$ cat src/rtl/uart_serdes_core_if.sv
// Byte-stream interface of uart_serdes_core: TX valid/ready stream in,
// RX valid/ready stream out with its per-character status flags.
// master = stream producer/consumer outside the core, slave = the core.
interface uart_serdes_core_if #(
  parameter int MAX_DATA_BITS = 8
);
  logic [MAX_DATA_BITS-1:0] tx_data;
  logic                     tx_valid;
  logic                     tx_ready;
  logic [MAX_DATA_BITS-1:0] rx_data;
  logic                     rx_valid;
  logic                     rx_ready;
  logic                     rx_frame_err;
  logic                     rx_parity_err;
  logic                     rx_break;
  logic                     rx_overrun;

  modport master (
    output tx_data, tx_valid, rx_ready,
    input  tx_ready, rx_data, rx_valid, rx_frame_err, rx_parity_err,
           rx_break, rx_overrun
  );

  modport slave (
    input  tx_data, tx_valid, rx_ready,
    output tx_ready, rx_data, rx_valid, rx_frame_err, rx_parity_err,
           rx_break, rx_overrun
  );
endinterface

$ cat src/rtl/uart_serdes_core.sv
// uart_serdes_core: single-clock UART serializer/deserializer with
// independent TX/RX FSMs, per-direction prescaler + oversample counter,
// 5..MAX_DATA_BITS data bits, 1/2 stop bits, break detection.
// Optional parity: define UART_PARITY_EN to honour cfg_parity; otherwise
// parity is ignored and rx_parity_err stays 0.
module uart_serdes_core #(
  parameter int DIV_WIDTH     = 16,
  parameter int MAX_DATA_BITS = 8,
  parameter int OVERSAMPLE    = 16
) (
  input  logic                 clk,
  input  logic                 rst_n,
  input  logic [DIV_WIDTH-1:0] cfg_divisor,
  input  logic [3:0]           cfg_data_bits,
  input  logic [1:0]           cfg_parity,
  input  logic                 cfg_stop2,
  input  logic                 cfg_enable,
  uart_serdes_core_if.slave    bus,
  output logic                 tx_busy,
  output logic                 rx_busy,
  output logic                 uart_tx,
  input  logic                 uart_rx
);
`ifdef UART_PARITY_EN
  localparam logic PAR_EN = 1'b1;
`else
  localparam logic PAR_EN = 1'b0;
`endif
  localparam int             OSW     = $clog2(OVERSAMPLE);
  localparam logic [OSW-1:0] OS_LAST = OSW'(OVERSAMPLE - 1);
  localparam logic [OSW-1:0] OS_MID  = OSW'(OVERSAMPLE / 2 - 1);
  localparam logic [3:0]     MAXB    = 4'(MAX_DATA_BITS);

  typedef enum logic [2:0] {IDLE, START, DATA, PARITY, STOP} state_t;

  logic [3:0]               cfg_nb;
  logic [MAX_DATA_BITS-1:0] cfg_mask;
  logic                     par_cfg;

  // Clamp character length, build the data mask, decode parity enable
  always_comb begin
    cfg_nb = cfg_data_bits;
    if (cfg_data_bits < 4'd5)     cfg_nb = 4'd5;
    else if (cfg_data_bits > MAXB) cfg_nb = MAXB;
    cfg_mask = '0;
    for (int i = 0; i < MAX_DATA_BITS; i++) cfg_mask[i] = (i < int'(cfg_nb));
    par_cfg = PAR_EN & (cfg_parity[0] ^ cfg_parity[1]);
  end

  // ---------------- TX ----------------
  state_t                   tx_state_q;
  logic [DIV_WIDTH-1:0]     tx_div_q, tx_presc_q, tx_presc_d;
  logic [OSW-1:0]           tx_os_q, tx_os_d;
  logic [MAX_DATA_BITS-1:0] tx_shift_q;
  logic [3:0]               tx_nb_q, tx_cnt_q;
  logic                     tx_par_en_q, tx_par_q, tx_stop2_q, tx_stop_cnt_q;
  logic                     tx_ready_q, tx_busy_q, uart_tx_q;
  logic                     tx_tick, tx_bit_end;

  // TX bit timing: prescaler tick, oversample count, end of bit
  always_comb begin
    tx_tick    = (tx_presc_q == tx_div_q);
    tx_presc_d = tx_tick ? '0 : tx_presc_q + 1'b1;
    tx_os_d    = tx_os_q;
    if (tx_tick) tx_os_d = (tx_os_q == OS_LAST) ? '0 : tx_os_q + 1'b1;
    tx_bit_end = tx_tick && (tx_os_q == OS_LAST);
  end

  // TX FSM with registered line, ready and busy
  always_ff @(posedge clk) begin
    if (!rst_n) begin
      tx_state_q <= IDLE;  tx_div_q <= '0;   tx_presc_q <= '0;  tx_os_q <= '0;
      tx_shift_q <= '0;    tx_nb_q <= 4'd5;  tx_cnt_q <= '0;
      tx_par_en_q <= 1'b0; tx_par_q <= 1'b0; tx_stop2_q <= 1'b0; tx_stop_cnt_q <= 1'b0;
      tx_ready_q <= 1'b0;  tx_busy_q <= 1'b0; uart_tx_q <= 1'b1;
    end else begin
      tx_presc_q <= tx_presc_d;
      tx_os_q    <= tx_os_d;
      case (tx_state_q)
        IDLE: begin
          tx_presc_q <= '0;
          tx_os_q    <= '0;
          tx_ready_q <= cfg_enable;
          if (bus.tx_valid && tx_ready_q) begin
            tx_state_q    <= START;
            tx_ready_q    <= 1'b0;
            tx_busy_q     <= 1'b1;
            uart_tx_q     <= 1'b0;
            tx_div_q      <= cfg_divisor;
            tx_nb_q       <= cfg_nb;
            tx_shift_q    <= bus.tx_data & cfg_mask;
            tx_par_en_q   <= par_cfg;
            tx_par_q      <= (^(bus.tx_data & cfg_mask)) ^ cfg_parity[1];
            tx_stop2_q    <= cfg_stop2;
            tx_stop_cnt_q <= 1'b0;
            tx_cnt_q      <= '0;
          end
        end
        START: if (tx_bit_end) begin
          tx_state_q <= DATA;
          uart_tx_q  <= tx_shift_q[0];
          tx_shift_q <= tx_shift_q >> 1;
        end
        DATA: if (tx_bit_end) begin
          if (tx_cnt_q == tx_nb_q - 4'd1) begin
            tx_state_q <= tx_par_en_q ? PARITY : STOP;
            uart_tx_q  <= tx_par_en_q ? tx_par_q : 1'b1;
          end else begin
            uart_tx_q  <= tx_shift_q[0];
            tx_shift_q <= tx_shift_q >> 1;
            tx_cnt_q   <= tx_cnt_q + 4'd1;
          end
        end
        PARITY: if (tx_bit_end) begin
          tx_state_q <= STOP;
          uart_tx_q  <= 1'b1;
        end
        STOP: if (tx_bit_end) begin
          if (tx_stop2_q && !tx_stop_cnt_q) begin
            tx_stop_cnt_q <= 1'b1;
          end else begin
            tx_state_q <= IDLE;
            tx_busy_q  <= 1'b0;
            tx_ready_q <= cfg_enable;
          end
        end
        default: begin
          tx_state_q <= IDLE;
          tx_busy_q  <= 1'b0;
          uart_tx_q  <= 1'b1;
        end
      endcase
    end
  end

  // ---------------- RX ----------------
  logic [1:0]               rx_sync_q;
  logic                     rx_prev_q;
  state_t                   rx_state_q;
  logic [DIV_WIDTH-1:0]     rx_div_q, rx_presc_q, rx_presc_d;
  logic [OSW-1:0]           rx_os_q, rx_os_d;
  logic [MAX_DATA_BITS-1:0] rx_shift_q, rx_data_q, rx_data_d;
  logic [3:0]               rx_nb_q, rx_cnt_q;
  logic                     rx_par_en_q, rx_odd_q, rx_acc_q, rx_psample_q;
  logic                     rx_busy_q, rx_valid_q, rx_ferr_q, rx_perr_q, rx_brk_q, rx_ovr_q;
  logic                     rx_bit, rx_tick, rx_sample;

  // Two-flop synchronizer plus previous sample for start-edge detect
  always_ff @(posedge clk) begin
    if (!rst_n) begin
      rx_sync_q <= 2'b11;
      rx_prev_q <= 1'b1;
    end else begin
      rx_sync_q <= {rx_sync_q[0], uart_rx};
      rx_prev_q <= rx_sync_q[1];
    end
  end

  // RX bit timing: mid-bit sample strobe and right-aligned character
  always_comb begin
    rx_bit     = rx_sync_q[1];
    rx_tick    = (rx_presc_q == rx_div_q);
    rx_presc_d = rx_tick ? '0 : rx_presc_q + 1'b1;
    rx_os_d    = rx_os_q;
    if (rx_tick) rx_os_d = (rx_os_q == OS_LAST) ? '0 : rx_os_q + 1'b1;
    rx_sample  = rx_tick && (rx_os_q == OS_MID);
    rx_data_d  = rx_shift_q >> (MAXB - rx_nb_q);
  end

  // RX FSM, one-entry output buffer and overrun pulse
  always_ff @(posedge clk) begin
    if (!rst_n) begin
      rx_state_q <= IDLE;  rx_div_q <= '0;    rx_presc_q <= '0;  rx_os_q <= '0;
      rx_shift_q <= '0;    rx_data_q <= '0;   rx_nb_q <= 4'd5;   rx_cnt_q <= '0;
      rx_par_en_q <= 1'b0; rx_odd_q <= 1'b0;  rx_acc_q <= 1'b0;  rx_psample_q <= 1'b0;
      rx_busy_q <= 1'b0;   rx_valid_q <= 1'b0; rx_ferr_q <= 1'b0; rx_perr_q <= 1'b0;
      rx_brk_q <= 1'b0;    rx_ovr_q <= 1'b0;
    end else begin
      rx_ovr_q   <= 1'b0;
      rx_presc_q <= rx_presc_d;
      rx_os_q    <= rx_os_d;
      if (rx_valid_q && bus.rx_ready) rx_valid_q <= 1'b0;
      if (!cfg_enable) begin
        rx_state_q <= IDLE;
        rx_busy_q  <= 1'b0;
      end else begin
        case (rx_state_q)
          IDLE: begin
            rx_presc_q <= '0;
            rx_os_q    <= '0;
            if (!rx_bit && rx_prev_q) begin
              rx_state_q  <= START;
              rx_busy_q   <= 1'b1;
              rx_div_q    <= cfg_divisor;
              rx_nb_q     <= cfg_nb;
              rx_par_en_q <= par_cfg;
              rx_odd_q    <= cfg_parity[1];
              rx_shift_q  <= '0;
              rx_cnt_q    <= '0;
              rx_acc_q    <= 1'b0;
              rx_psample_q <= 1'b0;
            end
          end
          START: if (rx_sample) begin
            if (rx_bit) begin
              rx_state_q <= IDLE;
              rx_busy_q  <= 1'b0;
            end else begin
              rx_state_q <= DATA;
            end
          end
          DATA: if (rx_sample) begin
            rx_shift_q <= {rx_bit, rx_shift_q[MAX_DATA_BITS-1:1]};
            rx_acc_q   <= rx_acc_q ^ rx_bit;
            if (rx_cnt_q == rx_nb_q - 4'd1) rx_state_q <= rx_par_en_q ? PARITY : STOP;
            else                            rx_cnt_q   <= rx_cnt_q + 4'd1;
          end
          PARITY: if (rx_sample) begin
            rx_psample_q <= rx_bit;
            rx_state_q   <= STOP;
          end
          STOP: if (rx_sample) begin
            rx_state_q <= IDLE;
            rx_busy_q  <= 1'b0;
            if (rx_valid_q && !bus.rx_ready) begin
              rx_ovr_q <= 1'b1;
            end else begin
              rx_valid_q <= 1'b1;
              rx_data_q  <= rx_data_d;
              rx_ferr_q  <= !rx_bit;
              rx_perr_q  <= rx_par_en_q & (rx_acc_q ^ rx_psample_q ^ rx_odd_q);
              rx_brk_q   <= (rx_data_d == '0) && !rx_bit && !(rx_par_en_q && rx_psample_q);
            end
          end
          default: begin
            rx_state_q <= IDLE;
            rx_busy_q  <= 1'b0;
          end
        endcase
      end
    end
  end

  assign bus.tx_ready      = tx_ready_q;
  assign bus.rx_data       = rx_data_q;
  assign bus.rx_valid      = rx_valid_q;
  assign bus.rx_frame_err  = rx_ferr_q;
  assign bus.rx_parity_err = rx_perr_q;
  assign bus.rx_break      = rx_brk_q;
  assign bus.rx_overrun    = rx_ovr_q;
  assign tx_busy           = tx_busy_q;
  assign rx_busy           = rx_busy_q;
  assign uart_tx           = uart_tx_q;
endmodule

$ cat src/flat_wrapper.sv
// flat-port wrapper written by rule: the top's interface ports become plain ports
module uart_serdes_core_flat 
#(
  parameter int DIV_WIDTH     = 16,
  parameter int MAX_DATA_BITS = 8,
  parameter int OVERSAMPLE    = 16
)
  (clk, rst_n, cfg_divisor, cfg_data_bits, cfg_parity, cfg_stop2, cfg_enable, tx_busy, rx_busy, uart_tx, uart_rx, bus_tx_data, bus_tx_valid, bus_rx_ready, bus_tx_ready, bus_rx_data, bus_rx_valid, bus_rx_frame_err, bus_rx_parity_err, bus_rx_break, bus_rx_overrun);
  uart_serdes_core_if #(.MAX_DATA_BITS(MAX_DATA_BITS)) bus_i ();
  input  logic clk;
  input  logic rst_n;
  input  logic [DIV_WIDTH-1:0] cfg_divisor;
  input  logic [3:0] cfg_data_bits;
  input  logic [1:0] cfg_parity;
  input  logic cfg_stop2;
  input  logic cfg_enable;
  output logic tx_busy;
  output logic rx_busy;
  output logic uart_tx;
  input  logic uart_rx;
  input wire logic [$bits(bus_i.tx_data)-1:0] bus_tx_data;
  input wire logic [$bits(bus_i.tx_valid)-1:0] bus_tx_valid;
  input wire logic [$bits(bus_i.rx_ready)-1:0] bus_rx_ready;
  output wire logic [$bits(bus_i.tx_ready)-1:0] bus_tx_ready;
  output wire logic [$bits(bus_i.rx_data)-1:0] bus_rx_data;
  output wire logic [$bits(bus_i.rx_valid)-1:0] bus_rx_valid;
  output wire logic [$bits(bus_i.rx_frame_err)-1:0] bus_rx_frame_err;
  output wire logic [$bits(bus_i.rx_parity_err)-1:0] bus_rx_parity_err;
  output wire logic [$bits(bus_i.rx_break)-1:0] bus_rx_break;
  output wire logic [$bits(bus_i.rx_overrun)-1:0] bus_rx_overrun;
  assign bus_i.tx_data = bus_tx_data;
  assign bus_i.tx_valid = bus_tx_valid;
  assign bus_i.rx_ready = bus_rx_ready;
  assign bus_tx_ready = bus_i.tx_ready;
  assign bus_rx_data = bus_i.rx_data;
  assign bus_rx_valid = bus_i.rx_valid;
  assign bus_rx_frame_err = bus_i.rx_frame_err;
  assign bus_rx_parity_err = bus_i.rx_parity_err;
  assign bus_rx_break = bus_i.rx_break;
  assign bus_rx_overrun = bus_i.rx_overrun;
  uart_serdes_core #(.DIV_WIDTH(DIV_WIDTH), .MAX_DATA_BITS(MAX_DATA_BITS), .OVERSAMPLE(OVERSAMPLE)) u_core (.clk(clk), .rst_n(rst_n), .cfg_divisor(cfg_divisor), .cfg_data_bits(cfg_data_bits), .cfg_parity(cfg_parity), .cfg_stop2(cfg_stop2), .cfg_enable(cfg_enable), .bus(bus_i), .tx_busy(tx_busy), .rx_busy(rx_busy), .uart_tx(uart_tx), .uart_rx(uart_rx));
endmodule
$ cat config.mk
export PLATFORM = sky130hd
export DESIGN_NAME = uart_serdes_core_flat
export DESIGN_NICKNAME = d
export VERILOG_FILES = /design/src/rtl/uart_serdes_core_if.sv /design/src/rtl/uart_serdes_core.sv /design/src/flat_wrapper.sv
export SDC_FILE = /design/constraint.sdc
export NUM_CORES = 1
export LEC_CHECK = 0
export BUFFER_PORTS_ARGS = -buffer_cell sky130_fd_sc_hd__clkbuf_2
export CAP_MARGIN = 0
export CORE_AREA = 2 2 128 130
export DETAILED_ROUTE_END_ITERATION = 7
export DIE_AREA = 0 0 130 132
export SLEW_MARGIN = 20
export SYNTH_ARGS = -nofsm -noshare
export SYNTH_HDL_FRONTEND = slang
export SYNTH_SLANG_ARGS = --single-unit
export TNS_END_PERCENT = 5
$ cat constraint.sdc
create_clock -name clk -period 2.6 [get_ports clk]
set_input_delay 0.13 -clock clk [delete_from_list [all_inputs] [get_ports clk]]
set_output_delay 0.13 -clock clk [all_outputs]
set_load 0.1 [all_outputs]
# --- Word level (Yosys, flattened, before mapping) ---
# Index checks and enable logic that the tools add are counted.
op_classes:
  n_bitwise: 6
  reduce_logical: 38
  n_mul: 0
  n_addsub: 9
  muxes: 70
  magnitude_cmp: 10
  n_div: 0
  n_eq_ne: 32
  shifts: 1
op_table:
  columns: ["cell", "n"]
  rows:
  - ["4-bit 2-to-1 mux", 13]
  - ["16-bit 2-to-1 mux", 3]
  - ["8-bit 2-to-1 mux", 6]
  - ["3-bit 2-to-1 mux", 13]
  - ["16-bit by 1-bit adder with 16-bit output (second input constant)", 2]
  - ["16-bit equality test", 2]
  - ["3-bit case mux with 5 select lines", 2]
  - ["2-bit by 1-bit inequality test with 1-bit output (second input constant)", 14]
  - ["8-bit case mux with 3 select lines", 1]
  - ["4-bit AND reduction", 6]
  - ["1-bit 2-to-1 mux", 23]
  - ["5-bit AND reduction", 4]
  - ["4-bit by 1-bit adder with 4-bit output (second input constant)", 4]
  - ["3-bit by 4-bit less-than comparator with 1-bit output (first input constant)", 4]
  - ["4-bit case mux with 2 select lines", 2]
  - ["8-bit case mux with 2 select lines", 1]
  - ["3-bit by 2-bit equality test with 1-bit output (second input constant)", 4]
  - ["8-bit AND", 1]
  - ["4-bit equality test", 2]
  - ["4-bit equality test (second input constant)", 2]
  - ["1-bit logical AND", 8]
  - ["8-bit zero test", 1]
  - ["1-bit by 4-bit less-than comparator with 1-bit output (first input constant)", 2]
  - ["2-bit by 4-bit less-than comparator with 1-bit output (first input constant)", 2]
  - ["other kinds (25)", 44]
totals:
  mem_bits_rw: 0
  output_inout_bits: 17
  input_bits: 37
  wordCells: 193
  regBits: 131
  mem_count: 0
  latchBits: 0
  mem_bits_ro: 0

# --- Depth between registers and ports, before layout ---
# Gate-level depths: netlist of the first run.
depth:
  ltp_word: 7
  mapped_depth: 11
  mapped_depth_nobuf: 8

# --- Worst setup path before layout of the first run ---
# OpenSTA, ideal clock, no wires.
synth_timing:
  path_kind: "reg-to-reg"
  from: "register u_core.rx_nb_q[0]"
  to: "register u_core.rx_brk_q, in the netlist u_core.bus.rx_break"
  setup_ns: 0.116
  slack_ns: 0.108
  t_arrival_ns: 2.377
  t_required_ns: 2.484
  period_less_slack_ns: 2.492
  n_path_buf: 3
  path_stages_with_launch: 12
  cell_sequence: "dfxtp_1 -> clkbuf_1 -> inv_1 -> ha_1 -> clkbuf_1 -> clkbuf_1 -> nor3_1 -> a211oi_1 -> a21oi_1 -> mux2i_1 -> o21ai_0 -> a31o_1"
synth_between:
  elab_chain_cells: 4
synth_rtl:
  columns: ["item", "line", "rtl"]
  rows:
  - ["start, declared", "uart_serdes_core.sv:143", "logic [3:0] rx_nb_q, rx_cnt_q;"]
  - ["start signal, assigned", "uart_serdes_core.sv:195", "rx_nb_q <= cfg_nb;"]
  - ["4-bit subtractor", "uart_serdes_core.sv:167", "rx_data_d = rx_shift_q >> (MAXB - rx_nb_q);"]
  - ["8-bit by 4-bit right shift with 8-bit output", "uart_serdes_core.sv:167", null]
  - ["8-bit zero test", "uart_serdes_core.sv:232", "rx_brk_q <= (rx_data_d == '0) && !rx_bit && !(rx_par_en_q && rx_psample_q);"]
  - ["1-bit logical AND", "uart_serdes_core.sv:232", null]
  - ["end signal, assigned", "uart_serdes_core.sv:232", null]
  - ["end, declared", "uart_serdes_core.sv:145", "logic rx_busy_q, rx_valid_q, rx_ferr_q, rx_perr_q, rx_brk_q, rx_ovr_q;"]
# Every way passes these cells.
# A chain may end at the register's enable or synchronous reset.

# --- Worst setup path in the final report of the first run ---
layout_timing:
  from: "register u_core.rx_presc_q[7]"
  to: "register u_core.rx_cnt_q[3]"
layout_between:
  elab_chain_cells: 4
layout_rtl:
  columns: ["item", "line", "rtl"]
  rows:
  - ["start, declared", "uart_serdes_core.sv:140", "logic [DIV_WIDTH-1:0] rx_div_q, rx_presc_q, rx_presc_d;"]
  - ["start signal, assigned", "uart_serdes_core.sv:180", "rx_presc_q <= rx_presc_d;"]
  - ["16-bit equality test", "uart_serdes_core.sv:162", "rx_tick = (rx_presc_q == rx_div_q);"]
  - ["1-bit logical AND", "uart_serdes_core.sv:166", "rx_sample = rx_tick && (rx_os_q == OS_MID);"]
  - ["2-bit by 1-bit inequality test with 1-bit output (no source line)", null, null]
  - ["5-bit AND reduction (no source line)", null, null]
  - ["end signal, assigned", "uart_serdes_core.sv:216", "else rx_cnt_q <= rx_cnt_q + 4'd1;"]
  - ["end, declared", "uart_serdes_core.sv:143", null]
# Every way passes these cells.

==> flow_summary.ini, run 1 <==
[status]
outcome = finished, final reports clean

[cts]
clk_latency_ns = 0.43
cts_setup_buffers = 0
hold_buffers = 18
cts_resized = 0
cts_tree = done
cts_buffer_depth = 2
cts.sinks = 131
clockRootBuffer = clkbuf_16
clk_pin_slew_ns = 0.06
cts_inserted_buffers = 17
htree_levels = 4

[logic_synthesis]
synth-async-reset-ratio_pct = 0
synth_area_sq_um = 6350
syn_nets = 810
yosysTopAreaCell = dfxtp_1
synth_cells = 764
ys.warnings.count = 0
ys_seq_area_share_pct = 41.3
synth_edf_count = 0
synth_cell_types = 63
synth_area_per_cell_sq_um = 8.31
synth_top_area_share_pct = 41.3
synth_area_leaders = dfxtp_1, nand2_1, mux2i_1, xor2_1, nor2_1
ys.flop_type = dfxtp_1
synth.ff_latch_count = 131

[sta]
finalCritPeriodShare_pct = 88.5
layout_min_cycle_time_ns = 2.30
final_hold_viol_count = 0
setup_ws_ns = 0.300
clock.fmax_ghz = 0.435
clock_skew_ns = 0.0106
hold_ws_ns = 0.0739
grt_setup_unrepaired = no
maxSlewHeadroom_pct = 62.3
slew_viol_final = 0
finalSetupViolCount = 0
worstMarginPinSlew_ns = 0.568
setup_tns_ns = 0

[worst_setup_path]
worstPathArrival_ns = 2.65
start_kind = flop
endpoint_kind = flop
rr_worst_depth = 6
path_cells = xor2_1 > nor4_1 > and4_1 > a31oi_4 > or4_1 > a21oi_1
crit_fanout = 8
cp_slowest_cell = or4_1
reg2reg_slack_ns = 0.30
crit_required_ns = 2.95
critPathKind = reg2reg
r2r-end = u_core.rx_cnt_q[3]$_SDFFE_PN0P_
slowest_delay_ns = 0.52
reg2reg_from = u_core.rx_presc_q[7]$_SDFF_PN0_

[placement]
port_buffers = 50
dp_worst_setup_slack_ns = 0.333
gp_congestion = 0.829
placed_cell_area_sq_um = 6820
dp_hpwl_microns = 9860

[layout]
final_cell_mix = nand2_1, dfxtp_1, nor2_1
fin_nets = 871
diodes = 0
drive_gt1_share_pct = 14.1
fillers = 1527
final_common_cell = nand2_1
fin_util_pct = 48.2
stdcell_area_sq_um = 7580
syn_to_final_growth_pct = 19.4

[hold_path]
hold_path_end = u_core.tx_nb_q[3]$_SDFFE_PN0P_
min-delay-start = cfg_data_bits[3]
min_path_type = in2reg
hold_depth = 3

[floorplanning]
rows = 46
core-area_sq_um = 15700
die_w_microns = 130
io_pins = 54
die_area_sq_um = 17200
die_h_microns = 132
initial_utilization_pct = 40.4

[detailed_routing]
drc = 0
vias = 5257
final_antenna_net_count = 0
viasPerCell = 4.99
wl_per_cell_microns = 13.7
dr.pass1.iters = 4
drt-total-wl_microns = 14400
drt-initial-drc-count = 242

[power_and_ir_drop]
pwr-share-seq_pct = 42.6
powerDensity_nw_per_um2 = 646
pwr-share-comb_pct = 9.7
pwr-share-clk_pct = 47.7
switchingPower_mw = 1.22
p_leak_nw = 3.02
max-vdd-ir-drop_v = 0.000447
intPower_mw = 3.67
p_sw_share_pct = 25.0

[grt]
grt_pass1_vias = 5035
track_usage_pct = 17.5
grt.overflow.total = 0
antenna_found_initial = 0
grt_pass1_wl_microns = 24200
grt_max_degree = 35

[job]
max_cap_violations = 0
[power by group through the flow]
stage / Combinational, mW / Sequential [mW] / Clock [mW]
floorplan: 0.294 / 2.16 / 0
global placement: 0.449 / 2.13 / 0
detailed placement: 0.452 / 2.13 / 0
CTS: 0.475 / 2.09 / 2.38
global route: 0.514 / 2.09 / 2.47
finish: 0.472 / 2.09 / 2.33
[layer usage]
layer	vias up	global-route usage (%)	part of all wire, %
met3	22	4.22	2.8
li1	2720	-	-
met2	85	27.3	45
met1	2430	23.1	50
met4	0	7.35	1.9
met5	-	0	0
[layout make-up]
cell class | instances | area [sq um] | area share (%)
sequential | 131 | 2620 | 34.6
inverter | 12 | 45.0 | 0.594
tap | 216 | 270 | 3.56
clock buffer | 19 | 443 | 5.84
timing repair buffer | 85 | 571 | 7.53
clock inverter | 12 | 135 | 1.78
multi-input combinational | 578 | 3490 | 46.1
[worst max path at each step]
stage,from,endpoint,depth (start not counted),slack (ns)
6_report,u_core.rx_presc_q[7]$_SDFF_PN0_,u_core.rx_cnt_q[3]$_SDFFE_PN0P_,6,0.30
5_1_grt,u_core.rx_nb_q[1]$_SDFFE_PN0P_,u_core.rx_cnt_q[2]$_SDFFE_PN0P_,7,0.08
4_1_cts,u_core.tx_nb_q[0]$_SDFFE_PN1P_,u_core.tx_shift_q[6]$_SDFFE_PN0P_,8,0.31
3_5_place_dp,u_core.tx_nb_q[0]$_SDFFE_PN1P_,u_core.tx_shift_q[1]$_SDFFE_PN0P_,8,0.33
3_3_place_gp,u_core.tx_nb_q[0]$_SDFFE_PN1P_,u_core.tx_cnt_q[3]$_SDFFE_PN0P_,8,0.36
2_1_floorplan,u_core.rx_nb_q[0]$_SDFFE_PN1P_,u_core.bus.rx_break$_SDFFE_PN0P_,11,0.11
[critical path: cells and delay by family (launching register included)]
kind,cells,cell delay [ns]
xor+xnor,1,0.11
simple gates,3,1.34
compound gates,2,0.32
flops,1,0.45
[state kept, by name, summed over array words and instances (netlist names), 4 cells and up]
| signal | cells |
|---|---|
| u_core.tx_cnt_q | 4 |
| u_core.tx_shift_q | 8 |
| u_core.rx_presc_q | 16 |
| u_core.tx_presc_q | 16 |
| u_core.rx_shift_q | 8 |
| u_core.tx_nb_q | 4 |
| u_core.rx_os_q | 4 |
| u_core.rx_nb_q | 4 |
| u_core.tx_os_q | 4 |
| u_core.rx_div_q | 16 |
| u_core.tx_div_q | 16 |
| u_core.rx_cnt_q | 4 |
| u_core.bus.rx_data | 8 |
[cells in the mapped netlist (3+ instances only)]
cell type  count
clkbuf_1      31
nor2_1        90
buf_2          6
o31ai_1        4
or3_1          3
a21oi_1       59
ha_1           9
xor2_1        42
mux2_2         7
inv_1         12
and4_1         3
nor3_1        13
or4_1          4
nand4_1       13
dfxtp_1      131
nor2b_1        4
mux2i_1       37
xnor2_1       35
and3_1        12
a211oi_1       4
nand2_1      135
nor4_1         6
and2_1         3
nand2b_1       4
o21ai_0       15
a31oi_1        5
nand3_1       27
[stage by stage]
stage | power [mW] | cells
after floorplan | 2.45 | 764
after global placement | 2.58 | 1004
after detailed placement | 2.58 | 1004
after CTS | 4.94 | 1053
after global routing | 5.08 | 1053
final | 4.89 | 1053
[cell families after synthesis]
kind of cell / count (synthesis) / synth area share (%)
simple gates: 333 / 24.2
flops: 131 / 41.3
compound gates: 111 / 10.5
xor+xnor: 77 / 10.6
buf+inv: 55 / 3.73
mux: 47 / 7.79
fa+ha+maj: 9 / 1.77
other cells: 1 / 0.0591
Power figures use the tool's default switching activity.
==> inputs of run 2 (changes only) <==
Settings changed: PLACE_DENSITY from default to 0.71.
==> flow_summary.ini, run 2 (synthesis results as in run 1) <==
[cts]
cts_inserted_buffers = 17
htree_levels = 4
clockRootBuffer = clkbuf_16
clk_pin_slew_ns = 0.06
cts.sinks = 131
cts_resized = 0
cts_buffer_depth = 2
cts_tree = done
clk_latency_ns = 0.42

[detailed_routing]
final_antenna_net_count = 0
drt-total-wl_microns = 14200
viasPerCell = 5.07
wl_per_cell_microns = 13.5
vias = 5347
dr.pass1.iters = 5
drc = 0
drt-initial-drc-count = 335

[worst_setup_path]
crit_fanout = 7
path_cells = xor2_1 > nor4_1 > and4_1 > a31oi_4 > or4_1 > a21oi_1
crit_required_ns = 2.94
start_kind = flop
critPathKind = reg2reg
worst-path-buf-inv = 0
cp_slowest_cell = or4_1
slowest_delay_ns = 0.52
path_delay_family = simple AND/OR/NAND/NOR gates
worstPathArrival_ns = 2.64
endpoint_kind = flop

[placement]
gp_congestion = 0.863
dp_hpwl_microns = 9690
dp_worst_setup_slack_ns = 0.344
port_buffers = 50

[sta]
worstMarginPinSlew_ns = 0.667
final_hold_viol_count = 0
clock.fmax_ghz = 0.435
setup_ws_ns = 0.301
clock_skew_ns = 0.00812
grt_setup_unrepaired = no
slew_viol_final = 0
maxSlewHeadroom_pct = 55.3
finalCritPeriodShare_pct = 88.4
setup_tns_ns = 0
layout_min_cycle_time_ns = 2.30
finalSetupViolCount = 0

[grt]
grt.overflow.total = 0
grt_max_degree = 39
antenna_found_initial = 1
grt_pass1_vias = 5070
track_usage_pct = 17.2
grt_pass1_wl_microns = 24000

[floorplanning]
die_w_microns = 130
io_pins = 54
die_h_microns = 132
die_area_sq_um = 17200
initial_utilization_pct = 40.4
rows = 46
core-area_sq_um = 15700

[layout]
drive_gt1_share_pct = 14.1
syn_to_final_growth_pct = 20.0
final_common_cell = nand2_1
final_cell_mix = nand2_1, dfxtp_1, nor2_1
fin_nets = 871

[power_and_ir_drop]
p_leak_nw = 3.03
powerDensity_nw_per_um2 = 655
max-vdd-ir-drop_v = 0.000446
totalPowerFinal_mw = 4.99

[hold_path]
min_path_type = in2reg

[status]
outcome = finished, final reports clean

[job]
max_cap_violations = 0
## run 2: area by class of cell
cell class,count,area [sq um]
Sequential cell,131,2620
Antenna cell,1,2.50
Inverter,12,45.0
Tap cell,216,270
Clock buffer,19,433
Multi-Input combinational cell,578,3490
Timing Repair Buffer,85,571
Fill cell,1475,8100
Clock inverter,13,176
## run 2: worst paths after layout
check / startpoint / to / slack, ns / cells past startpoint
worst max-delay path: u_core.rx_presc_q[0]$_SDFF_PN0_ / u_core.rx_cnt_q[3]$_SDFFE_PN0P_ / 0.30 / 6
worst min-delay path: bus_rx_ready / u_core.bus.rx_overrun$_SDFF_PN0_ / 0.07 / 3
worst max register to register: u_core.rx_presc_q[0]$_SDFF_PN0_ / u_core.rx_cnt_q[3]$_SDFFE_PN0P_ / 0.30 / 6
worst min register to register: u_core.rx_sync_q[0]$_SDFF_PN1_ / u_core.rx_sync_q[1]$_SDFF_PN1_ / 0.43 / 1
## run 2: metal layers
layer | GRT usage, % | vias up | share of wire, %
met1 | 21.8 | 2465 | 46
met4 | 7.35 | 0 | 2.4
met3 | 3.94 | 30 | 3.7
met2 | 27.9 | 119 | 48
met5 | 0 | - | 0
li1 | - | 2733 | -
## run 2: what timing repair did
action                     CTS  global route
hold buffers                18             0
hold endpoints to repair    34             0
setup endpoints to repair    0             0
setup buffers                0             0
## run 2: metrics by stage
step	hold slack (ns)	instance area [sq um]	util [%]	cells
4_1_cts	0.0462	7610	48.4	1054
6_report	0.0690	7610	48.5	1055
5_1_grt	0.0744	7610	48.5	1055
3_5_place_dp	0.319	6820	43.4	1004
3_3_place_gp	0.330	6820	43.4	1004
2_1_floorplan	0.231	6350	-	764
## run 2: where the power goes
part           internal, mW  switching [mW]  total, mW  leakage, nW
combinational         0.186           0.277      0.463         1.69
clock                  1.52           0.916       2.44        0.286
sequential             2.05          0.0375       2.09         1.06
total                  3.76            1.23       4.99         3.03
## run 2: worst min-delay path: cells and delay by family
| kind | cells | cell delay [ns] |
|---|---|---|
| simple gates | 2 | 0.23 |
| buf+inv | 1 | 0.07 |
